### src/rtl/ifc_or_driver.sv
// Initiator for the ifc_or method interface: issues operand pairs on a/b, collects y,
// and scores each result against a|b with saturating pass/fail counts.
module ifc_or_driver #(
  parameter int unsigned NUM_VECTORS = 4,
  parameter int unsigned TIMEOUT     = 16
) (
  input  logic       CLK,
  input  logic       RST,
  input  logic       start,
  output logic       a_data,
  output logic       a_en,
  input  logic       a_rdy,
  output logic       b_data,
  output logic       b_en,
  input  logic       b_rdy,
  input  logic       y_data,
  output logic       y_en,
  input  logic       y_rdy,
  output logic       busy,
  output logic       done,
  output logic       timeout,
  output logic [7:0] pass_count,
  output logic [7:0] fail_count
);

  localparam logic [1:0] S_IDLE = 2'd0;
  localparam logic [1:0] S_PUT  = 2'd1;
  localparam logic [1:0] S_GET  = 2'd2;
  localparam logic [1:0] S_FIN  = 2'd3;

  localparam logic [7:0] LAST_IDX  = 8'(NUM_VECTORS - 1);
  localparam logic [7:0] LAST_WAIT = 8'(TIMEOUT - 1);

  logic [1:0] state;
  logic [7:0] idx;
  logic [7:0] idx_next;
  logic [7:0] wait_cnt;
  logic       a_sent;
  logic       b_sent;
  logic       y_match;

  // Enables are masked during reset so nothing fires in the reset cycle itself.
  always_comb begin
    a_en     = ~RST && (state == S_PUT) && ~a_sent && a_rdy;
    b_en     = ~RST && (state == S_PUT) && ~b_sent && b_rdy;
    y_en     = ~RST && (state == S_GET) && y_rdy;
    busy     = (state == S_PUT) || (state == S_GET);
    idx_next = idx + 8'd1;
    y_match  = (y_data == (a_data | b_data));
  end

  always_ff @(posedge CLK) begin
    if (RST) begin
      state      <= S_IDLE;
      idx        <= '0;
      wait_cnt   <= '0;
      a_sent     <= 1'b0;
      b_sent     <= 1'b0;
      a_data     <= 1'b0;
      b_data     <= 1'b0;
      done       <= 1'b0;
      timeout    <= 1'b0;
      pass_count <= '0;
      fail_count <= '0;
    end else begin
      case (state)
        S_IDLE: begin
          if (start) begin
            pass_count <= '0;
            fail_count <= '0;
            idx        <= '0;
            wait_cnt   <= '0;
            a_sent     <= 1'b0;
            b_sent     <= 1'b0;
            a_data     <= 1'b0;
            b_data     <= 1'b0;
            done       <= 1'b0;
            timeout    <= 1'b0;
            state      <= S_PUT;
          end
        end
        S_PUT: begin
          if (a_en) a_sent <= 1'b1;
          if (b_en) b_sent <= 1'b1;
          if ((a_sent || a_en) && (b_sent || b_en)) state <= S_GET;
          if (a_en || b_en) begin
            wait_cnt <= '0;
          end else if (wait_cnt == LAST_WAIT) begin
            wait_cnt <= '0;
            timeout  <= 1'b1;
            done     <= 1'b1;
            state    <= S_IDLE;
          end else begin
            wait_cnt <= wait_cnt + 8'd1;
          end
        end
        S_GET: begin
          if (y_en) begin
            if (y_match) begin
              if (pass_count != 8'hFF) pass_count <= pass_count + 8'd1;
            end else begin
              if (fail_count != 8'hFF) fail_count <= fail_count + 8'd1;
            end
            a_sent   <= 1'b0;
            b_sent   <= 1'b0;
            wait_cnt <= '0;
            idx      <= idx_next;
            // Operands for the next vector are loaded here so they are stable on PUT entry.
            a_data   <= idx_next[1];
            b_data   <= idx_next[0];
            if (idx == LAST_IDX) begin
              done  <= 1'b1;
              state <= S_FIN;
            end else begin
              state <= S_PUT;
            end
          end else if (wait_cnt == LAST_WAIT) begin
            wait_cnt <= '0;
            timeout  <= 1'b1;
            done     <= 1'b1;
            state    <= S_IDLE;
          end else begin
            wait_cnt <= wait_cnt + 8'd1;
          end
        end
        default: state <= S_IDLE;
      endcase
    end
  end

endmodule

### config.mk
export PLATFORM = sky130hd
export DESIGN_NAME = ifc_or_driver
export DESIGN_NICKNAME = d
export VERILOG_FILES = /design/src/rtl/ifc_or_driver.sv
export SDC_FILE = /design/constraint.sdc
export NUM_CORES = 1
export LEC_CHECK = 0
export CAP_MARGIN = 20
export CORE_MARGIN = 2
export CORE_UTILIZATION = 54
export CTS_BUF_LIST = sky130_fd_sc_hd__clkbuf_16
export DETAILED_ROUTE_END_ITERATION = 7
export PLACE_DENSITY = 0.75
export SLEW_MARGIN = 40
export SYNTH_ARGS = -nofsm -noshare
export SYNTH_HDL_FRONTEND = slang
export SYNTH_SLANG_ARGS = --single-unit
export TNS_END_PERCENT = 20
### constraint.sdc
create_clock -name CLK -period 2.6 [get_ports CLK]
set_input_delay 0.78 -clock CLK [delete_from_list [all_inputs] [get_ports CLK]]
set_output_delay 0.78 -clock CLK [all_outputs]
set_load 0.01 [all_outputs]
==> metrics.csv, run 1 <==
stage,metric,value,unit
outcome,status,completed,
grt,Congestion Overflow GR,0,
clock_network,Clock transition at path regs,0.05,ns
flow_run,max-cap check violation count,0,
setup_path,CP cell instances,"clkdlybuf4s50_1, and3b_1, nor2b_1, clkdlybuf4s15_1",
grt,vias in the first global route,1859,
min_path,worst min-delay path class,flop to flop,
cells_and_area,fillers,322,
placed_design,# port buffers,30,
cells_and_area,Finished Cell Area,2730,um^2
route,DR iter-0 viols,122,
logic_synthesis,post-synth top area share,35.7,%
setup_path,worst reg-to-reg setup slack,0.45,ns
cells_and_area,Inserted Diodes,0,
min_path,Worst Hold Launch,wait_cnt[1],
min_path,Hold Path End,wait_cnt[1],
setup_path,FF-to-FF End,fail_count[6],
cells_and_area,share of cells above drive strength 1,12.3,%
floorplanning,I/O pins,31,
logic_synthesis,dominant cell type by area after synthesis,dfxtp_1,
setup_path,R2R depth,8,
sta,crit share post-route,98.8,%
sta,Fmax,389,MHz
sta,count of final hold-check violations,0,
route,Vias,2025,
cells_and_area,layout net count,317,
clock_network,CTS Root Cell,clkbuf_16,
cells_and_area,Util after Layout,73.4,%
logic_synthesis,"Avg Cell Area, Syn",8.41,um^2
sta,Clock Skews,0.00395,ns
sta,Max Slew Vio Count,0,
grt,gr usage total,24.7,%
clock_network,clk_lat worst skew,0.28,ns
setup_path,WS Path Type,input port to output pin,
route,WL met2,2.14,mm
placed_design,RD Place Congestion,0.855,
clock_network,clk sinks,38,
grt,initial antenna violation count,0,
cells_and_area,Register Area,761,um^2
route,WL per Instance,13.9,um
power_and_ir_drop,worst vdd ir,0.408,mV
clock_network,H-tree levels,2,
route,"antenna viol nets, final",0,
setup_path,CP endpoint kind,output pin,
floorplanning,row cnt,22,
grt,largest net degree at the start of global routing,24,
floorplanning,Initial Utilization,57.3,%
setup_path,"slowest stage cell, crit path",clkdlybuf4s50_1,
route,DR top layer,met4,
logic_synthesis,Post-synth EDFFs,0,
sta,max_slew headroom,63.0,%
logic_synthesis,Cell variety after synth,49,
route,wire length on met3,194,um
cells_and_area,synthesis-to-layout area growth,28.2,%
clock_network,TritonCTS clock tree,done,
grt,first-pass GRT wire length,8.48,mm
logic_synthesis,Synth area leaders,"dfxtp_1 36%, xnor2_1 5.3%, ha_1 5.3%",
route,DRC,0,
sta,Setup Viol. Count Final,0,
floorplanning,Die Height,66.8,um
route,First-pass DRT Iterations,4,
power_and_ir_drop,PwrDens,590,nW/um^2
sta,Fin Setup TNS,0,ns
placed_design,Post-Place Cells,342,
sta,Period minus WS final,2.57,ns
logic_synthesis,mapped cell area,2130,um^2
logic_synthesis,post-synthesis async set-or-reset flop share,0,%
route,Routed WL,4.86,mm
floorplanning,core area,3720,um^2
clock_network,Max Root-Sink Buffers,2,
setup_path,CP Max Fanout,2,
cells_and_area,Post-Layout Cell Count,350,
setup_path,FF-to-FF Start,state[0],
setup_path,startpoint type of the worst setup path,input port,
min_path,Hold Path Depth,2,
route,Vias/cell,5.79,
sta,Slew @ Worst Pin,0.541,ns
setup_path,Critical Path AT,1.79,ns
route,Post-Route M1 WL,2.44,mm
logic_synthesis,"Seq/Total Area, Yosys",35.7,%
logic_synthesis,Yosys Warn Count,0,
clock_network,post-CTS setup buffer count,0,
floorplanning,Die Span X,66.8,um
logic_synthesis,post-synthesis register bit count,38,
logic_synthesis,syn nets,269,
placed_design,Post-Place Cell Area,2600,um^2
cells_and_area,multi-input logic area,1300,um^2
setup_path,CP Data Required Time,1.82,ns
power_and_ir_drop,Lkg Pwr,0.000974,uW
clock_network,cts bufs inserted,5,
logic_synthesis,Post-Syn Instances,253,
floorplanning,die area,4460,um^2
placed_design,Final HPWL DP,3.47,mm
logic_synthesis,Synth Flop Type,dfxtp_1,
setup_path,Critical Path Max Stage Delay,0.48,ns
sta,RSZ-0062 raised after global routing,true,
final cells by class:
cell class                      instances  area share [%]
Clock buffer                            5            4.59
Clock inverter                          3           0.459
Inverter                                9            1.24
Multi-Input combinational cell        198            47.7
Sequential cell                        38            27.9
Tap cell                               48            2.20
Timing Repair Buffer                   49            16.0
metrics by stage:
step           worst slack [ns]  total power [uW]  hold WS, ns
6_report                 0.0309              1610        0.478
3_5_place_dp             -0.338              1050        0.472
3_3_place_gp             -0.318              1040        0.457
5_1_grt                 -0.0132              1700        0.509
2_1_floorplan             0.590               880        0.449
4_1_cts                 0.00213              1620        0.480
sequential cells by signal, indices dropped and copies added, names as in the netlist:
name / count
b_data: 1
state: 2
wait_cnt: 8
a_sent: 1
timeout: 1
done: 1
fail_count: 8
pass_count: 8
b_sent: 1
idx: 6
a_data: 1
placed cells by master, fill, tap and decap left out, types with 2 or more instances in the layout:
master           instances
o211ai_1                 2
a2111oi_2                2
o211a_1                  2
nor2b_1                  8
nand4_1                  6
or2_2                    3
and3b_1                  2
and3_1                   2
nand2_1                 20
nor3_1                   8
nor2_1                  27
dfxtp_1                 38
dlygate4sd2_1            2
xnor2_1                 13
xor2_1                   7
inv_1                    9
nand3b_1                 2
o21ai_0                  8
nor4_1                   2
clkbuf_16                5
or4_1                    2
clkdlybuf4s50_1         26
a2111oi_0                4
or3_1                    3
nand3_1                 14
a31oi_1                  7
a211oi_1                 9
a21o_1                   3
a21oi_1                 11
nand2b_1                 2
buf_4                   19
a2bb2oi_1                2
ha_1                     9
where the power goes:
part           total (uW)  leakage [uW]  internal (uW)  switching (uW)
clock network         569     0.0000724            346             223
registers             617      0.000307            600            16.6
logic                 423      0.000595            183             239
kinds of logic after synthesis:
logic type      Yosys count  synth area share (%)
buf+inv                  17                  3.17
xor+xnor                 20                  8.23
simple gates            107                  26.1
mux                       1                 0.470
fa+ha+maj                 9                  5.29
compound gates           61                  21.0
flops                    38                  35.7
synth_stat cells (all sizes together) (5+ instances only):
library cell and instances:
a31oi 7, inv 9, xor2 7, dfxtp 38
nor3 8, nand3 14, a21oi 11, o21ai 8
nand4 6, a211oi 9, xnor2 13, a2111oi 6
nand2 21, clkbuf 5, nor2b 8, nor2 27
ha 9
repair_timing:
item,4_1_cts,5_1_grt
gates resized for setup,4,4
hold buffers,0,0
setup endpoints to repair,3,3
per-layer routing:
| layer | track usage (%) | vias up |
|---|---|---|
| li1 | - | 1017 |
| met1 | 34.5 | 952 |
| met2 | 37.3 | 49 |
| met3 | 4.90 | 7 |
| met4 | 9.69 | 0 |
| met5 | 0 | - |
worst max-delay path by stage:
stage	start	to	slack, ns	cells after the start
floorplan	y_data	fail_count[6]	0.59	5
global placement	RST	b_en	-0.32	4
detailed placement	RST	a_en	-0.34	4
CTS	a_rdy	a_en	0.002	4
global route	b_rdy	b_en	-0.01	4
finish	b_rdy	b_en	0.03	4
critical path, delay by kind of cell:
| family | cells | cell delay, ns |
|---|---|---|
| buffers and inverters | 2 | 0.72 |
| and+or+nand+nor | 2 | 0.29 |
Power figures use the tool's default switching activity.
==> run 2, diff against run 1 <==
Settings changed: GPL_TIMING_DRIVEN set to 0.
==> run 2 against run 1 <==
Net effect:
- worst setup slack worse by 0.0051 ns
- clock power up 3%
- non-clock buffer count down 10
- critical path type unchanged
==> metrics.csv, run 2 (synthesis results as in run 1) <==
stage,metric,value,unit,change
setup_path,WS Path Type,input port to output pin,,
cells_and_area,"commonest non-fill, non-tap cell in the layout",dfxtp_1,,
floorplanning,row cnt,22,,unchanged
sta,Fin Setup TNS,0,ns,unchanged
clock_network,Max Root-Sink Buffers,2,,unchanged
sta,count of final hold-check violations,0,,unchanged
setup_path,CP Max Fanout,4,,+2
sta,Slew @ Worst Pin,0.617,ns,+0.0754 ns
setup_path,CP endpoint kind,output pin,,
clock_network,H-tree levels,2,,unchanged
sta,Setup Viol. Count Final,0,,unchanged
flow_run,max-cap check violation count,0,,unchanged
grt,global routing met1 resource utilization,33.0,%,-1.5 points
sta,Period minus WS final,2.57,ns,+0.00505 ns
clock_network,CTS Root Cell,clkbuf_16,,
sta,Clock Skews,0.00474,ns,+0.000786 ns
route,Routed WL,5.07,mm,+4.5%
cells_and_area,fillers,332,,+3.1%
sta,Fmax,388,MHz,-0.20%
clock_network,clk sinks,38,,unchanged
setup_path,startpoint type of the worst setup path,input port,,
grt,met3 Track Usage GR,5.07,%,+0.17 points
grt,initial antenna violation count,0,,unchanged
setup_path,Critical Path AT,1.79,ns,about the same
route,DRC,0,,unchanged
route,WL per Instance,14.9,um,+7.6%
setup_path,"slowest stage cell, crit path",clkdlybuf4s50_1,,
route,DR iter-0 viols,119,,-2.5%
setup_path,CP cell instances,"clkdlybuf4s50_1, nand3b_1, inv_2, clkdlybuf4s15_1",,
power_and_ir_drop,worst vdd ir,0.525,mV,+29%
clock_network,clk_lat worst skew,0.28,ns,about the same
grt,Congestion Overflow GR,0,,unchanged
cells_and_area,Finished Cell Area,2640,um^2,-3.1%
cells_and_area,biggest regs,"fail_count (8), pass_count (8), wait_cnt (8)",,
setup_path,CP Data Required Time,1.82,ns,about the same
cells_and_area,Util after Layout,71.1,%,-2.3 points
route,Vias/cell,5.97,,+3.2%
grt,gr usage total,24.6,%,-0.12 points
power_and_ir_drop,PwrDens,597,nW/um^2,+1.2%
route,"antenna viol nets, final",0,,unchanged
placed_design,Final HPWL DP,3.58,mm,+3.3%
sta,RSZ-0062 raised after global routing,false,,
clock_network,cts bufs inserted,5,,unchanged
placed_design,Post-Place Cell Area,2490,um^2,-4.2%
floorplanning,Die Span X,66.8,um,unchanged
clock_network,TritonCTS clock tree,done,,
cells_and_area,multi-input logic area,1300,um^2,+0.29%
cells_and_area,synthesis-to-layout area growth,24.2,%,
cells_and_area,Register Area,761,um^2,unchanged
grt,met2 GRT Util,40.3,%,+3.0 points
cells_and_area,Inserted Diodes,0,,unchanged
grt,vias in the first global route,1829,,-1.6%
min_path,worst min-delay path class,flop to flop,,
grt,largest net degree at the start of global routing,13,,-46%
outcome,status,completed,,
sta,max_slew headroom,58.7,%,-4.2 points
setup_path,Critical Path Max Stage Delay,0.53,ns,+0.05 ns
power_and_ir_drop,Lkg Pwr,0.000908,uW,-6.8%
floorplanning,core area,3720,um^2,unchanged
cells_and_area,layout net count,307,,-3.2%
grt,GRT busiest layer,met2,,
grt,first-pass GRT wire length,8.33,mm,-1.8%
clock_network,Clock transition at path regs,0.05,ns,about the same
sta,Max Slew Vio Count,0,,unchanged
placed_design,RD Place Congestion,0.843,,-1.5%
placed_design,# port buffers,30,,unchanged
cells_and_area,most frequent cells in the layout,"38 x dfxtp_1, 27 x nor2_1, 24 x clkdlybuf4s50_1",,
floorplanning,Die Height,66.8,um,unchanged
cells_and_area,share of cells above drive strength 1,8.56,%,-3.7 points
route,First-pass DRT Iterations,4,,unchanged
floorplanning,I/O pins,31,,unchanged
sta,crit share post-route,99.0,%,+0.19 points
floorplanning,die area,4460,um^2,unchanged
route,Vias,2031,,+0.30%
floorplanning,Initial Utilization,57.3,%,unchanged
[run 2: cell types whose count changed in the layout (fill, tap and decap cells not counted)]
cell             previous run  this run
inv_1                       9         8
clkdlybuf4s15_2             0         2
clkinvlp_4                  0         1
dlymetal6s2s_1              0         1
o21bai_1                    1         0
o21bai_2                    1         2
buf_4                      19         1
clkbuf_1                    0         5
clkbuf_2                    1         0
clkdlybuf4s50_1            26        24
buf_2                       0         3
[run 2: path summary, 6_finish.rpt]
kind | from | end | slack [ns] | cells after the start
worst min register to register | wait_cnt[1] | wait_cnt[1] | 0.48 | 2
worst max-delay path | y_rdy | y_en | 0.03 | 4
worst max register to register | state[0] | timeout | 0.45 | 7
worst min-delay path | wait_cnt[1] | wait_cnt[1] | 0.48 | 2
[run 2: routing by layer]
metal	wire [um]	part of all wire [%]
met1	2460	48
met2	2280	45
met3	307	6.1
met4	25	0.49
met5	0	0
[run 2: what timing repair did]
item,4_1_cts,5_1_grt
setup buffers,1,0
pin swaps,0,0
resized for setup,10,2
hold buffers,0,0
endpoints found under the setup margin,13,2
[run 2: worst max-delay path, delay by kind of cell]
| kind | cells | cell delay (ns) |
|---|---|---|
| buf+inv | 3 | 0.87 |
| simple gates | 1 | 0.14 |
[run 2: area by class of cell]
class	instances	share of cell area, %
multi-input combinational	198	49.3
tap	48	2.27
inverter	9	1.28
clock inverter	3	0.615
sequential	38	28.8
timing repair buffer	31	11.7
buffer	8	1.28
clock buffer	5	4.73
[run 2: power by group]
part	internal [uW]	leakage (uW)	switching (uW)	total [uW]
registers	600	0.000307	17.8	618
logic	137	0.000534	236	372
clock network	350	0.0000672	238	588
total	1090	0.000908	491	1580
[run 2: stage by stage]
stage          total power [uW]  setup WS, ns  hold WS, ns  cells
2_1_floorplan               880         0.590        0.449    253
3_3_place_gp                989        -0.542        0.462    331
3_5_place_dp                996        -0.542        0.470    331
4_1_cts                    1580       0.00699        0.477    340
5_1_grt                    1650        0.0138        0.507    340
6_report                   1580        0.0258        0.479    340
